**src/rtl/fba_accumulator_pkg.sv**
```systemverilog
// Shared definitions for the fixed-bounding-adder accumulator slice.
//   DATA_W   : datapath width of products and partial sums
//   APPROX_W : width of the approximated low part of the adder
//   SAT_VAL  : value the accumulator pins to once a window saturates
//   state_e  : accumulator control states
package fba_accumulator_pkg;

  localparam int unsigned DATA_W   = 16;
  localparam int unsigned APPROX_W = 8;
  localparam logic [DATA_W-1:0] SAT_VAL = 16'hFFFF;

  typedef enum logic {
    ST_ACCUM = 1'b0,
    ST_HOLD  = 1'b1
  } state_e;

endpackage : fba_accumulator_pkg

```
**src/rtl/fba_accumulator_adder.sv**
```systemverilog
// fba_adder: 16-bit fixed-bounding approximate adder.
//   A, B : unsigned operands
//   Y    : approximate sum
//   cout : carry out of the exact upper byte
// The upper byte is an exact add of the operands' upper bytes. The lower byte
// never propagates a carry: above the highest bit position where both operands
// are 1 it is a plain OR, and that position and everything below it read as 1.
module fba_adder
  import fba_accumulator_pkg::*;
(
  input  logic [DATA_W-1:0] A,
  input  logic [DATA_W-1:0] B,
  output logic [DATA_W-1:0] Y,
  output logic              cout
);

  localparam int unsigned HI_W = DATA_W - APPROX_W;

  logic [HI_W:0]       hi_sum;
  logic [APPROX_W-1:0] gen;
  logic [APPROX_W-1:0] fill;
  logic [APPROX_W-1:0] lo_sum;

  always_comb begin
    hi_sum = {1'b0, A[DATA_W-1:APPROX_W]} + {1'b0, B[DATA_W-1:APPROX_W]};
    gen    = A[APPROX_W-1:0] & B[APPROX_W-1:0];

    // Prefix-OR from the MSB down: fill[j] is set when any generate bit sits
    // at or above j, i.e. every position at or below the highest generate.
    fill               = '0;
    fill[APPROX_W-1]   = gen[APPROX_W-1];
    for (int unsigned k = 1; k < APPROX_W; k++) begin
      fill[APPROX_W-1-k] = fill[APPROX_W-k] | gen[APPROX_W-1-k];
    end

    lo_sum = A[APPROX_W-1:0] | B[APPROX_W-1:0] | fill;
    Y      = {hi_sum[HI_W-1:0], lo_sum};
    cout   = hi_sum[HI_W];
  end

endmodule : fba_adder

```
**src/rtl/fba_accumulator.sv**
```systemverilog
// fba_accumulator: streaming approximate accumulator. Sums N_TERMS unsigned
// 16-bit products through fba_adder and emits one saturated partial sum per
// window over a valid/ready handshake.
//   clk, rst_n           : clock, asynchronous active-low reset
//   in_valid/in_ready    : product input handshake, in_data is the term
//   out_valid/out_ready  : result handshake; out_sum/out_sat held until taken
//   out_sum              : approximate window sum, saturated to 16'hFFFF
//   out_sat              : saturation occurred somewhere in the window
module fba_accumulator
  import fba_accumulator_pkg::*;
#(
  parameter int N_TERMS = 9,
  parameter int CNT_W   = 8
) (
  input  logic              clk,
  input  logic              rst_n,
  input  logic              in_valid,
  output logic              in_ready,
  input  logic [DATA_W-1:0] in_data,
  output logic              out_valid,
  input  logic              out_ready,
  output logic [DATA_W-1:0] out_sum,
  output logic              out_sat
);

  localparam logic [CNT_W-1:0] LAST_CNT = CNT_W'(N_TERMS - 1);

  state_e            state_q, state_d;
  logic [DATA_W-1:0] acc_q, acc_d;
  logic [CNT_W-1:0]  cnt_q, cnt_d;
  logic              sat_q, sat_d;
  logic [DATA_W-1:0] sum_q, sum_d;
  logic              osat_q, osat_d;

  logic [DATA_W-1:0] add_y;
  logic              add_cout;

  fba_adder u_adder (
    .A    (acc_q),
    .B    (in_data),
    .Y    (add_y),
    .cout (add_cout)
  );

  always_ff @(posedge clk or negedge rst_n) begin
    if (!rst_n) begin
      state_q <= ST_ACCUM;
      acc_q   <= '0;
      cnt_q   <= '0;
      sat_q   <= 1'b0;
      sum_q   <= '0;
      osat_q  <= 1'b0;
    end else begin
      state_q <= state_d;
      acc_q   <= acc_d;
      cnt_q   <= cnt_d;
      sat_q   <= sat_d;
      sum_q   <= sum_d;
      osat_q  <= osat_d;
    end
  end

  always_comb begin
    state_d = state_q;
    acc_d   = acc_q;
    cnt_d   = cnt_q;
    sat_d   = sat_q;
    sum_d   = sum_q;
    osat_d  = osat_q;

    case (state_q)
      ST_ACCUM: begin
        if (in_valid) begin
          // Saturation is sticky for the rest of the window.
          sat_d = sat_q | add_cout;
          acc_d = sat_d ? SAT_VAL : add_y;
          cnt_d = cnt_q + 1'b1;
          if (cnt_q == LAST_CNT) begin
            state_d = ST_HOLD;
            sum_d   = acc_d;
            osat_d  = sat_d;
          end
        end
      end
      ST_HOLD: begin
        if (out_ready) begin
          state_d = ST_ACCUM;
          acc_d   = '0;
          cnt_d   = '0;
          sat_d   = 1'b0;
        end
      end
      default: state_d = ST_ACCUM;
    endcase
  end

  assign in_ready  = (state_q == ST_ACCUM);
  assign out_valid = (state_q == ST_HOLD);
  assign out_sum   = sum_q;
  assign out_sat   = osat_q;

endmodule : fba_accumulator

```
**config.mk**
```make
export PLATFORM = sky130hd
export DESIGN_NAME = fba_accumulator
export DESIGN_NICKNAME = d
export VERILOG_FILES = /design/src/rtl/fba_accumulator_pkg.sv /design/src/rtl/fba_accumulator_adder.sv /design/src/rtl/fba_accumulator.sv
export SDC_FILE = /design/constraint.sdc
export NUM_CORES = 1
export LEC_CHECK = 0
export CAP_MARGIN = 20
export CORE_ASPECT_RATIO = 1.25
export CORE_MARGIN = 3
export CORE_UTILIZATION = 35
export DETAILED_ROUTE_END_ITERATION = 10
export DONT_BUFFER_PORTS = 1
export HOLD_SLACK_MARGIN = 0.1
export SYNTH_ARGS = -nofsm -noshare
export SYNTH_HDL_FRONTEND = slang
export SYNTH_SLANG_ARGS = --single-unit
```
**constraint.sdc**
```tcl
create_clock -name clk -period 2.08 [get_ports clk]
set_input_delay 0.416 -clock clk [delete_from_list [all_inputs] [get_ports clk]]
set_output_delay 0.416 -clock clk [all_outputs]
set_load 0.005 [all_outputs]
```
# Yosys cells after proc, flatten, opt, wreduce, memory -nomap -nowiden
# Cells that the tools add are included.
# totals
reg_bits,43
output_inout_bits,19
# op_classes
add_sub_neg,2
n_eq_ne,3
mux,14
bitwise_logic,12
reduce_logical,2
# op_table
operator,count
16-bit two-way mux,3
16-bit case mux with 2 select lines,1
8-bit two-way mux,2
8-bit bitwise OR,2
8-bit case mux with 2 select lines,1
8-bit by 8-bit adder with 9-bit output,1
8-bit by 1-bit adder with 8-bit output (second input constant),1
8-bit AND,1
8-bit by 4-bit == test with 1-bit output (second input constant),1
1-bit bitwise OR,8
1-bit two-way mux,5
2-bit != test (second input constant),2
1-bit case mux with 2 select lines,2
3-bit AND reduction,1
2-bit AND reduction,1
1-bit NOT,1

# Depth between registers and ports, before layout
# logic_depth
depth_word,12
mapped_depth,8
depth_no_buf,7

# Modules after synthesis
# From an unflattened synthesis, not the netlist that was laid out.
# hier_totals
cells_unflattened,199
area_unflattened_um2,2268.4
# modules_own_cells
mod,instances,cells_each,area_per_inst_um2,seq_area_each_um2
fba_accumulator,1,142,1846.8,1076.0
fba_adder,1,57,421.7,0.0

# Least setup slack after synthesis
# Ideal clock, no wire load.
# synth_path
path_type,input to register
from,input in_data[8]
to,register sum_q[0] (netlist: out_sum[0])
arrival_ns,1.859
required_time_ns,1.949
slack_ns,0.089
cell_stages,8
path_buffers,1
path_cell_list,ha_1 fa_1 nand3_1 a21oi_1 or2_1 buf_6 nor3_4 a31oi_1
# synth_between
elab_chain_cells,3
# synth_lines
item,line_no,rtl
start: declaration,fba_accumulator.sv:19,"input logic [DATA_W-1:0] in_data,"
8-bit by 8-bit adder with 9-bit output,fba_accumulator_adder.sv:25,"hi_sum = {1'b0, A[DATA_W-1:APPROX_W]} + {1'b0, B[DATA_W-1:APPROX_W]};"
1-bit bitwise OR,fba_accumulator.sv:75,sat_d = sat_q | add_cout;
16-bit two-way mux,fba_accumulator.sv:76,acc_d = sat_d ? SAT_VAL : add_y;
end signal: assignment,fba_accumulator.sv:58,sum_q <= sum_d;
end: declaration,fba_accumulator.sv:32,"logic [DATA_W-1:0] sum_q, sum_d;"
# Every way passes these cells.
# A chain may end at the register's enable or synchronous reset.

# Worst setup path in the final report
# layout_path
from,register acc_q[8]
to,register acc_q[15]
# layout_between
elab_chain_cells,5
# layout_lines
item,line_no,rtl
start: declaration,fba_accumulator.sv:29,"logic [DATA_W-1:0] acc_q, acc_d;"
start signal: assignment,fba_accumulator.sv:48,acc_q <= '0;
start signal: assignment,fba_accumulator.sv:55,acc_q <= acc_d;
8-bit by 8-bit adder with 9-bit output (*),fba_accumulator_adder.sv:25,
1-bit bitwise OR,fba_accumulator.sv:75,
16-bit two-way mux (*),fba_accumulator.sv:76,
16-bit two-way mux (*),fba_accumulator.sv:73,if (in_valid) begin
16-bit case mux with 2 select lines (*),fba_accumulator.sv:71,case (state_q)
# Mark *: on every way between the ends. The rest lies on a longest branch, timed or not. The select of a mux whose other input is x is not followed.

==> key figures <==
Run status
  – Run status: finished clean

GRT
  – Total grt overflow: 0
  – Initial antenna violation count: 0
  – Vias in the first global route: 1586
  – Largest net degree at the start of global routing: 44
  – Global-route wire length before repair: 8050 µm
  – GRT Util Overall: 14.1%

Placed design
  – Place WS: -0.0449 ns
  – Port Buf Inserts: 0
  – HPWL after DPL: 3640 µm
  – DP Cell Count: 308
  – Placer Congestion: 0.829

Setup path
  – CP Launch Type: flop
  – Reg-to-reg setup timing slack: 0.08 ns
  – Arr. time, crit path: 2.17 ns
  – Setup crit end kind: flop
  – Slowest stage delay, CP: 0.39 ns
  – CP startpoint: acc_q[8]
  – Worst path required time: 2.25 ns
  – Type of the worst setup path: flop to flop
  – CP cell instances: ha_1, buf_4, a211oi_2, nor2_1, a221oi_4, nor3_1, or3_1
  – Worst setup path end: acc_q[15]
  – Reg2reg end: acc_q[15]
  – Reg2reg start: acc_q[8]
  – CP Max Fanout: 3
  – Cells on worst reg2reg path: 7
  – Slowest stage cell on the critical path: dfrtp_1

Logic synthesis
  – Most common cell in the netlist: dfrtp_1
  – Synth cell count leaders: dfrtp_1, nor2_1, nand2_1
  – Top area cells in the synthesized netlist: dfrtp_1, ha_1, nor2_1
  – Post-Syn Area: 2180 µm²
  – Register area share after synthesis: 49.4%
  – Top FF cell, synth: dfrtp_1
  – Count of cell types in the netlist: 44
  – Yosys top cell by area: dfrtp_1
  – Number of enable flip-flop cells after synthesis: 0
  – Syn Area/Cell: 9.77 µm²
  – Syn nets: 254
  – Count of state elements after synthesis: 43
  – Post-synthesis cell count: 223
  – Ys Warns: 0
  – Synth async-reset ratio: 100%
  – Synth top area share: 49.4%

Floorplan
  – Row cnt: 31
  – Core footprint: 5900 µm²
  – Die height: 94.2 µm
  – Top Ports: 39
  – Die Wd: 76.6 µm
  – Die footprint: 7210 µm²
  – Initial Utilization: 36.9%

Layout
  – Layout overhead on the synthesized area: 14.4%
  – Final std cells w/o fill: 319
  – Number of inserted diodes: 0
  – Layout cells sized above 1: 14.8%
  – # nets final: 267
  – Post-layout util: 42.3%

Drt
  – Detailed Routing Iterations Pass 1: 5
  – DR WL met2: 2410 µm
  – M1 WL: 2170 µm
  – Wirelength, routed: 4880 µm
  – Routed WL per cell: 15.3 µm
  – Post-route ant nets: 0
  – Highest metal used: met4
  – Met3 WL: 229 µm
  – Drt initial violations: 96
  – Via-per-instance ratio: 5.25
  – Vias post-DR: 1676
  – # DRC: 0

CTS
  – Clock buffer count from CTS: 5
  – H-Tree Depth: 2
  – Max clock buf depth: 2
  – Clk root buf: clkbuf_8
  – CTS tree: done
  – Worst-path clk slew: 0.08 ns
  – CTS sink cnt: 43
  – Clock Latency Late Sink: 0.30 ns

Timing
  – Ratio of final minimum period to clock period: 96.0%
  – Final worst setup slack: 0.0829 ns
  – Max-slew headroom: 48.4%
  – Final Critical Period: 2.00 ns
  – Fmax: 501 MHz
  – Final Setup Violations: 0
  – Fin. max-slew vios: 0
  – RSZ-0062 raised after global routing: false
  – Clock Skew: 0.0103 ns
  – Worst-Margin Slew: 0.771 ns
  – Final count of hold timing violations: 0

Power and ir drop
  – Power density over cell area: 1340 nW/µm²
  – Power, Total: 3.33 mW
  – Pleak: 1.06 nW
  – Worst VDD drop: 0.000339 V

Min path
  – Hold path cells: 1
  – Hold Crit Class: input pin to flop

Run
  – Max-Cap Viols: 0
## final cells by class
type                       count  area [µm²]
sequential                    43        1080
inverter                       5        18.8
clock buffer                   5        68.8
clock inverter                 3        43.8
multi-input combinational    166        1050
timing repair buffer          15         135
tap                           82         103
fill                         598        3400
## what timing repair did
action | CTS | global route
hold buffers | 2 | 0
hold endpoints to repair | 43 | 0
resized for setup | 1 | 6
endpoints found under the setup margin | 3 | 13
pin swaps | 0 | 2
buffers inserted | 0 | 1
## worst max-delay path: cells and delay by family (launching register included)
family | cells | cell delay (ns)
flops | 1 | 0.39
compound gates | 2 | 0.54
fa+ha+maj | 1 | 0.22
simple gates | 3 | 0.56
buf+inv | 1 | 0.15
## cell families (layout without fill, tap and decap cells)
| kind of cell | count (synthesis) | in the layout | share of synthesized area [%] |
|---|---|---|---|
| buffers and inverters | 14 | 28 | 3.56 |
| XOR/XNOR | 7 | 7 | 2.81 |
| adder cells (fa/ha/maj) | 11 | 11 | 6.66 |
| AO/OA/AOI/OAI | 67 | 67 | 19.6 |
| multiplexers | 2 | 2 | 1.03 |
| AND/OR/NAND/NOR | 79 | 79 | 16.9 |
| flip-flops | 43 | 43 | 49.4 |
## layout by cell type, fill, tap and decap left out, types with 7 or more instances in the layout
cell	n
dfrtp_1	43
nor2_1	27
nand2_1	24
o21ai_0	16
a21oi_1	15
buf_4	13
ha_1	9
o21ai_1	7
xor2_1	7
a31oi_1	7
## report_power, final
| group | switching [mW] | internal, mW | total (mW) |
|---|---|---|---|
| combinational | 0.685 | 0.571 | 1.26 |
| clock | 0.290 | 0.358 | 0.648 |
| sequential | 0.272 | 1.16 | 1.43 |
## registers in the layout (all words and copies together) (netlist names)
name       flops
acc_q         16
out_sum       16
cnt_q          8
out_valid      1
sat_q          1
out_sat        1
## worst min-delay path by stage
stage	startpoint	end
after floorplan	rst_n	acc_q[0]
after global placement	rst_n	out_sum[4]
after detailed placement	rst_n	out_sum[4]
after CTS	out_ready	out_valid
after global routing	out_ready	cnt_q[2]
final	out_ready	cnt_q[2]
## stage by stage
| step | setup TNS, ns | hold WS (ns) | instance area [µm²] |
|---|---|---|---|
| floorplan | 0 | 0.120 | 2180 |
| global placement | -0.0287 | 0.121 | 2310 |
| detailed placement | -0.331 | 0.121 | 2310 |
| CTS | 0 | 0.202 | 2460 |
| global route | 0 | 0.199 | 2490 |
| finish | 0 | 0.207 | 2490 |
## per-layer routing
layer / up-vias / global-route usage, %
met2: 31 / 23.2
met4: 0 / 4.53
li1: 821 / -
met5: - / 0
met1: 818 / 17.8
met3: 6 / 4.22
Power figures use the tool's default switching activity.
